$ cat src/rtl/rv_pkg.sv
// Shared definitions for the fetch and decode stages.
//   RESET_PC / NOP_INSTR : reset PC and the bubble instruction (addi x0,x0,0)
//   if_id_t              : IF/ID pipeline register contents, also read by decode
//   fetch_state_e        : fetch-stage fill tracking states
package rv_pkg;

    localparam int unsigned XLEN = 32;

    localparam logic [XLEN-1:0] RESET_PC  = 32'h0000_0000;
    localparam logic [XLEN-1:0] NOP_INSTR = 32'h0000_0013;

    typedef struct packed {
        logic [XLEN-1:0] instr;
        logic [XLEN-1:0] pc;
        logic [XLEN-1:0] pc_plus4;
        logic            valid;
        logic            misalign;
    } if_id_t;

    typedef enum logic {
        RESET_FILL = 1'b0,
        RUN        = 1'b1
    } fetch_state_e;

endpackage

$ cat src/rtl/pc_reg.sv
// Program counter register with next-PC selection and +4 adder.
// Ports:
//   clk, rst          : clock, synchronous active-high reset
//   stall_f           : hold the PC
//   redirect_valid    : load redirect_target (wins over stall_f)
//   redirect_target   : branch/jump target, accepted even if misaligned
//   pc_f              : current fetch PC (registered)
//   pc_plus4_f        : pc_f + 4, wraps modulo 2^ADDRESS_WIDTH
module pc_reg
    import rv_pkg::*;
#(
    parameter int unsigned            ADDRESS_WIDTH = 32,
    parameter logic [ADDRESS_WIDTH-1:0] RESET_VALUE = RESET_PC
) (
    input  logic                     clk,
    input  logic                     rst,
    input  logic                     stall_f,
    input  logic                     redirect_valid,
    input  logic [ADDRESS_WIDTH-1:0] redirect_target,
    output logic [ADDRESS_WIDTH-1:0] pc_f,
    output logic [ADDRESS_WIDTH-1:0] pc_plus4_f
);

    logic [ADDRESS_WIDTH-1:0] pc_f_q;
    logic [ADDRESS_WIDTH-1:0] pc_f_d;

    assign pc_plus4_f = pc_f_q + ADDRESS_WIDTH'(4);
    assign pc_f       = pc_f_q;

    always_comb begin
        pc_f_d = pc_plus4_f;
        if (redirect_valid) begin
            pc_f_d = redirect_target;
        end else if (stall_f) begin
            pc_f_d = pc_f_q;
        end
    end

    always_ff @(posedge clk) begin
        if (rst) begin
            pc_f_q <= RESET_VALUE;
        end else begin
            pc_f_q <= pc_f_d;
        end
    end

endmodule

$ cat src/rtl/fetch_stage.sv
// Instruction fetch stage: owns the PC, addresses the combinational
// instruction ROM and captures the returned word into the IF/ID register.
// Ports:
//   clk, rst                          : clock, synchronous active-high reset
//   stall_f                           : hold PC and IF/ID
//   flush_d                           : bubble into IF/ID next edge
//   redirect_valid, redirect_target   : taken branch/jump from execute
//   imem_addr, imem_instr             : ROM address (= pc_f) and returned word
//   pc_f                              : current fetch PC
//   instr_d, pc_d, pc_plus4_d,
//   valid_d, misalign_d               : IF/ID register outputs
//
// State table:
//   state      | meaning
//   RESET_FILL | IF/ID has not captured a real fetch since reset; valid_d forced 0
//   RUN        | normal operation
module fetch_stage
    import rv_pkg::*;
#(
    parameter int unsigned              ADDRESS_WIDTH = 32,
    parameter int unsigned              INSTR_WIDTH   = 32,
    parameter logic [ADDRESS_WIDTH-1:0] RESET_PC_P    = RESET_PC,
    parameter logic [INSTR_WIDTH-1:0]   NOP_INSTR_P   = NOP_INSTR
) (
    input  logic                     clk,
    input  logic                     rst,
    input  logic                     stall_f,
    input  logic                     flush_d,
    input  logic                     redirect_valid,
    input  logic [ADDRESS_WIDTH-1:0] redirect_target,
    output logic [ADDRESS_WIDTH-1:0] imem_addr,
    input  logic [INSTR_WIDTH-1:0]   imem_instr,
    output logic [ADDRESS_WIDTH-1:0] pc_f,
    output logic [INSTR_WIDTH-1:0]   instr_d,
    output logic [ADDRESS_WIDTH-1:0] pc_d,
    output logic [ADDRESS_WIDTH-1:0] pc_plus4_d,
    output logic                     valid_d,
    output logic                     misalign_d
);

    logic [ADDRESS_WIDTH-1:0] pc_plus4_f;
    if_id_t                   if_id_q;
    if_id_t                   if_id_d;
    fetch_state_e             state_q;
    fetch_state_e             state_d;

    pc_reg #(
        .ADDRESS_WIDTH (ADDRESS_WIDTH),
        .RESET_VALUE   (RESET_PC_P)
    ) u_pc_reg (
        .clk             (clk),
        .rst             (rst),
        .stall_f         (stall_f),
        .redirect_valid  (redirect_valid),
        .redirect_target (redirect_target),
        .pc_f            (pc_f),
        .pc_plus4_f      (pc_plus4_f)
    );

    assign imem_addr = pc_f;

    always_comb begin
        if_id_d = if_id_q;
        state_d = state_q;

        // A redirect kills the wrong-path word being fetched this cycle;
        // pc/pc_plus4 are left alone so decode keeps a stable PC on bubbles.
        if (flush_d || redirect_valid) begin
            if_id_d.instr    = NOP_INSTR_P;
            if_id_d.valid    = 1'b0;
            if_id_d.misalign = 1'b0;
        end else if (!stall_f) begin
            if_id_d.instr    = imem_instr;
            if_id_d.pc       = pc_f;
            if_id_d.pc_plus4 = pc_plus4_f;
            if_id_d.valid    = 1'b1;
            if_id_d.misalign = (pc_f[1:0] != 2'b00);
        end

        if (redirect_valid || !stall_f) begin
            state_d = RUN;
        end
    end

    always_ff @(posedge clk) begin
        if (rst) begin
            if_id_q.instr    <= NOP_INSTR_P;
            if_id_q.pc       <= '0;
            if_id_q.pc_plus4 <= '0;
            if_id_q.valid    <= 1'b0;
            if_id_q.misalign <= 1'b0;
            state_q          <= RESET_FILL;
        end else begin
            if_id_q <= if_id_d;
            state_q <= state_d;
        end
    end

    assign instr_d    = if_id_q.instr;
    assign pc_d       = if_id_q.pc;
    assign pc_plus4_d = if_id_q.pc_plus4;
    assign valid_d    = if_id_q.valid && (state_q == RUN);
    assign misalign_d = if_id_q.misalign;

endmodule
$ cat config.mk
export PLATFORM = sky130hd
export DESIGN_NAME = fetch_stage
export DESIGN_NICKNAME = d
export VERILOG_FILES = /design/src/rtl/rv_pkg.sv /design/src/rtl/pc_reg.sv /design/src/rtl/fetch_stage.sv
export SDC_FILE = /design/constraint.sdc
export NUM_CORES = 1
export LEC_CHECK = 0
export ABC_AREA = 1
export CORE_ASPECT_RATIO = 1.4
export CORE_MARGIN = 2
export CORE_UTILIZATION = 65
export CTS_BUF_LIST = sky130_fd_sc_hd__clkbuf_8
export CTS_CLUSTER_SIZE = 30
export DETAILED_ROUTE_END_ITERATION = 8
export DONT_BUFFER_PORTS = 1
export PLACE_DENSITY = 0.93
export SETUP_SLACK_MARGIN = 0.5
export SLEW_MARGIN = 20
export SYNTH_ARGS = -nofsm -noshare
export SYNTH_HDL_FRONTEND = slang
export SYNTH_HIERARCHICAL = 1
export SYNTH_SLANG_ARGS = --single-unit
$ cat constraint.sdc
create_clock -name clk -period 2.9 [get_ports clk]
set_input_delay 0.58 -clock clk [delete_from_list [all_inputs] [get_ports clk]]
set_output_delay 0.58 -clock clk [all_outputs]
set_load 0.05 [all_outputs]
==> results.toml <==
[status]
outcome = "completed"

[place]
gp_congestion = 1.01
numPortBuffers = 0
dp_hpwl_um = 13400

[detailed_routing]
via_per_inst = 5.47
routedWlPerCell_um = 16.8
ant_nets = 0
vias = 6025
drc = 0
drtPass1Iterations = 7
drt_iter0_markers = 350
drt-total-wl_um = 18400

[timing]
rsz0062_at_grt = "no"
period_minus_slack_ps = 2160
hold_viol = 0
drv_slew = 0
fin_crit_sh_pct = 74.3
setup_viol = 0
worst_pin_slew_ps = 738
relSlewSlack_pct = 50.7
finalSetupTns_ps = 0
finalClockSkew_ps = 9.98
max_clock_freq_mhz = 464

[floorplan]
row_count = 46
coreArea_um2 = 11200
die_area_um2 = 12200
io_pins = 231
start_util_pct = 65.7
die-height_um = 130
fp.dieW_um = 94.0

[final_layout]
diodes = 0
area_growth_pct = -4.88
n_fill_cell = 1045
drive_above_1_share_pct = 10.7
utilization_pct = 62.5
fin_nets = 1014

[setup_path]
crit_type = "flop to primary output"
reg2reg_slack_ps = 950
critPathLaunch = "u_pc_reg/pc_f[26]"
reg2reg_depth = 10
cp_max_fo = 6
endpoint_kind = "primary output"
startpoint_type = "flop"
cp_top_family = "flip-flops"
critical_path_required_ps = 2320
worstPathCellList = "buf_4"
cp_num_cells = 1
r2r_start = "u_pc_reg/pc_f[2]"
crit_arrival_ps = 1580
cp.buffers_inverters = 1
crit_path_max_incr_delay_ps = 800
rr_endpoint = "pc_plus4_d[17]"
slowest_stage = "dfxtp_1"

[clock_tree]
cts_buffers = 17
postCtsSetupBuffers = 0
cts.sinks = 131
clk_latency_ps = 430
clock_path_buffers = 2
cts-root-buf = "clkbuf_8"
cts_htree_levels = 4
cts-resized-gates = 0
clkSlewWorstSetupHoldPaths_ps = 80
tritoncts = "yes"
cts_hold_buffers = 0

[power_and_ir_drop]
ir_worst_vdd_mv = 0.355
power.density_nw_per_um2 = 639
pwr-share-comb_pct = 13.6
leakage_nw = 2.92
internal_power_mw = 3.05
swShare_pct = 31.9
sequentialPowerShare_pct = 47.8
clkPwrFrac_pct = 38.6
p_sw_mw = 1.43

[synth]
synth_edf_count = 0
synth_seq_cells = 131
seq_area_frac_synth_pct = 35.5
synth_warnings = 6
async_flop_share_pct = 0
syn_inst = 1072
synth_area_um2 = 7380
ys_types = 31
syn_nets = 1142
synth_flop_cell = "dfxtp_1"
avgSynthCellArea_um2 = 6.88

[worst_hold_path]
min-delay-start = "rst"
min_to = "u_pc_reg/pc_f[31]"
hp-class = "input pin to flop"
holdPathStages = 1

[global_routing]
first_global_vias = 5501
grt_usage_pct = 29.3
grt_pass1_wl_um = 27500
antenna_found_initial = 0
grt_max_degree = 66
grt_overflow = 0

[run]
cap_violations = 0
## flip-flops by register name, indices dropped and copies added, names as in the netlist
register and flops:
if_id_q 1, pc_d 32, instr_d 32, state_q 1, u_pc_reg/pc_f 32, pc_plus4_d 32
misalign_d 1
## area by class of cell
cell class | instances | area, µm² | share of cell area [%]
tap | 144 | 180 | 2.57
inverter | 116 | 438 | 6.24
multi-input combinational | 638 | 2990 | 42.6
clock buffer | 17 | 234 | 3.33
sequential | 131 | 2620 | 37.4
clock inverter | 15 | 214 | 3.05
timing repair buffer | 40 | 338 | 4.81
## cell families after synthesis
logic type / count (synthesis) / share of synthesized area, %
buffers and inverters: 303 / 24.0
adders and majority gates: 1 / 0.170
and+or+nand+nor: 473 / 27.1
xor gates and xnor gates: 15 / 2.49
DFF: 131 / 35.5
AOI/OAI and AO/OA: 149 / 10.7
## worst max-delay path by stage
stage / endpoint / slack (ps)
floorplan: pc_plus4_d[26] / 810
global placement: u_pc_reg/pc_f[18] / 1000
detailed placement: u_pc_reg/pc_f[16] / 920
CTS: pc_f[26] / 730
global route: pc_f[26] / 690
finish: pc_f[26] / 740
## per-layer routing
metal / vias to the layer above / GRT usage (%) / routed length (µm) / share of wire (%)
met3: 45 / 7.74 / 1700 / 9.2
li1: 2928 / - / - / -
met4: 0 / 15.4 / 711 / 3.9
met2: 323 / 53.9 / 9660 / 52
met1: 2729 / 30.1 / 6380 / 35
met5: - / 0 / 0 / 0
## cell usage in the layout (no fill, tap or decap), types with 5 or more instances in the layout
cell type  Yosys  layout
nand2_1      265     265
dfxtp_1      131     131
inv_1        115     116
a21oi_1      115     115
nor2_1       100      99
nand3_1       82      82
buf_4        143      37
o21ai_0       17      17
clkbuf_8       0      17
nor2_4         9      10
xor2_2         7       7
a22o_1         7       7
a31oi_1        7       7
bufinv_16      0       5
nand2_2        5       5
nor2_2         5       5
## cell usage after synthesis, types with 3 or more instances
master    instances  area [µm²]
a21oi_1         115         576
a22o_1            7        61.3
a31oi_1           7        43.8
and2_1            4        25.0
buf_1             3        11.3
buf_2            17        85.1
buf_4           143        1070
buf_6             7        78.8
clkbuf_1         14        52.6
dfxtp_1         131        2620
inv_1           115         432
nand2_1         265         995
nand2_2           5        31.3
nand3_1          82         410
nor2_1          100         375
nor2_2            5        31.3
nor2_4            9         101
o21ai_0          17        85.1
xnor2_1           4        35.0
xor2_1            4        35.0
xor2_2            7         114
## stage by stage
stage	std cells	total power, mW	hold WS, ps	area, µm²	setup slack [ps]
after floorplan	1072	2.79	437	7380	808
after global placement	1069	2.78	458	6570	1000
after detailed placement	1069	2.79	463	6570	922
after CTS	1101	4.52	186	7020	732
after global routing	1101	4.66	194	7020	689
final	1101	4.48	218	7020	744
## power groups by stage
stage | Clock, mW | Combinational, mW | Sequential [mW]
3_5_place_dp | 0 | 0.608 | 2.18
4_1_cts | 1.77 | 0.610 | 2.14
5_1_grt | 1.84 | 0.663 | 2.15
3_3_place_gp | 0 | 0.597 | 2.18
6_report | 1.73 | 0.610 | 2.14
2_1_floorplan | 0 | 0.714 | 2.07
(Power assumes the default switching activity.)
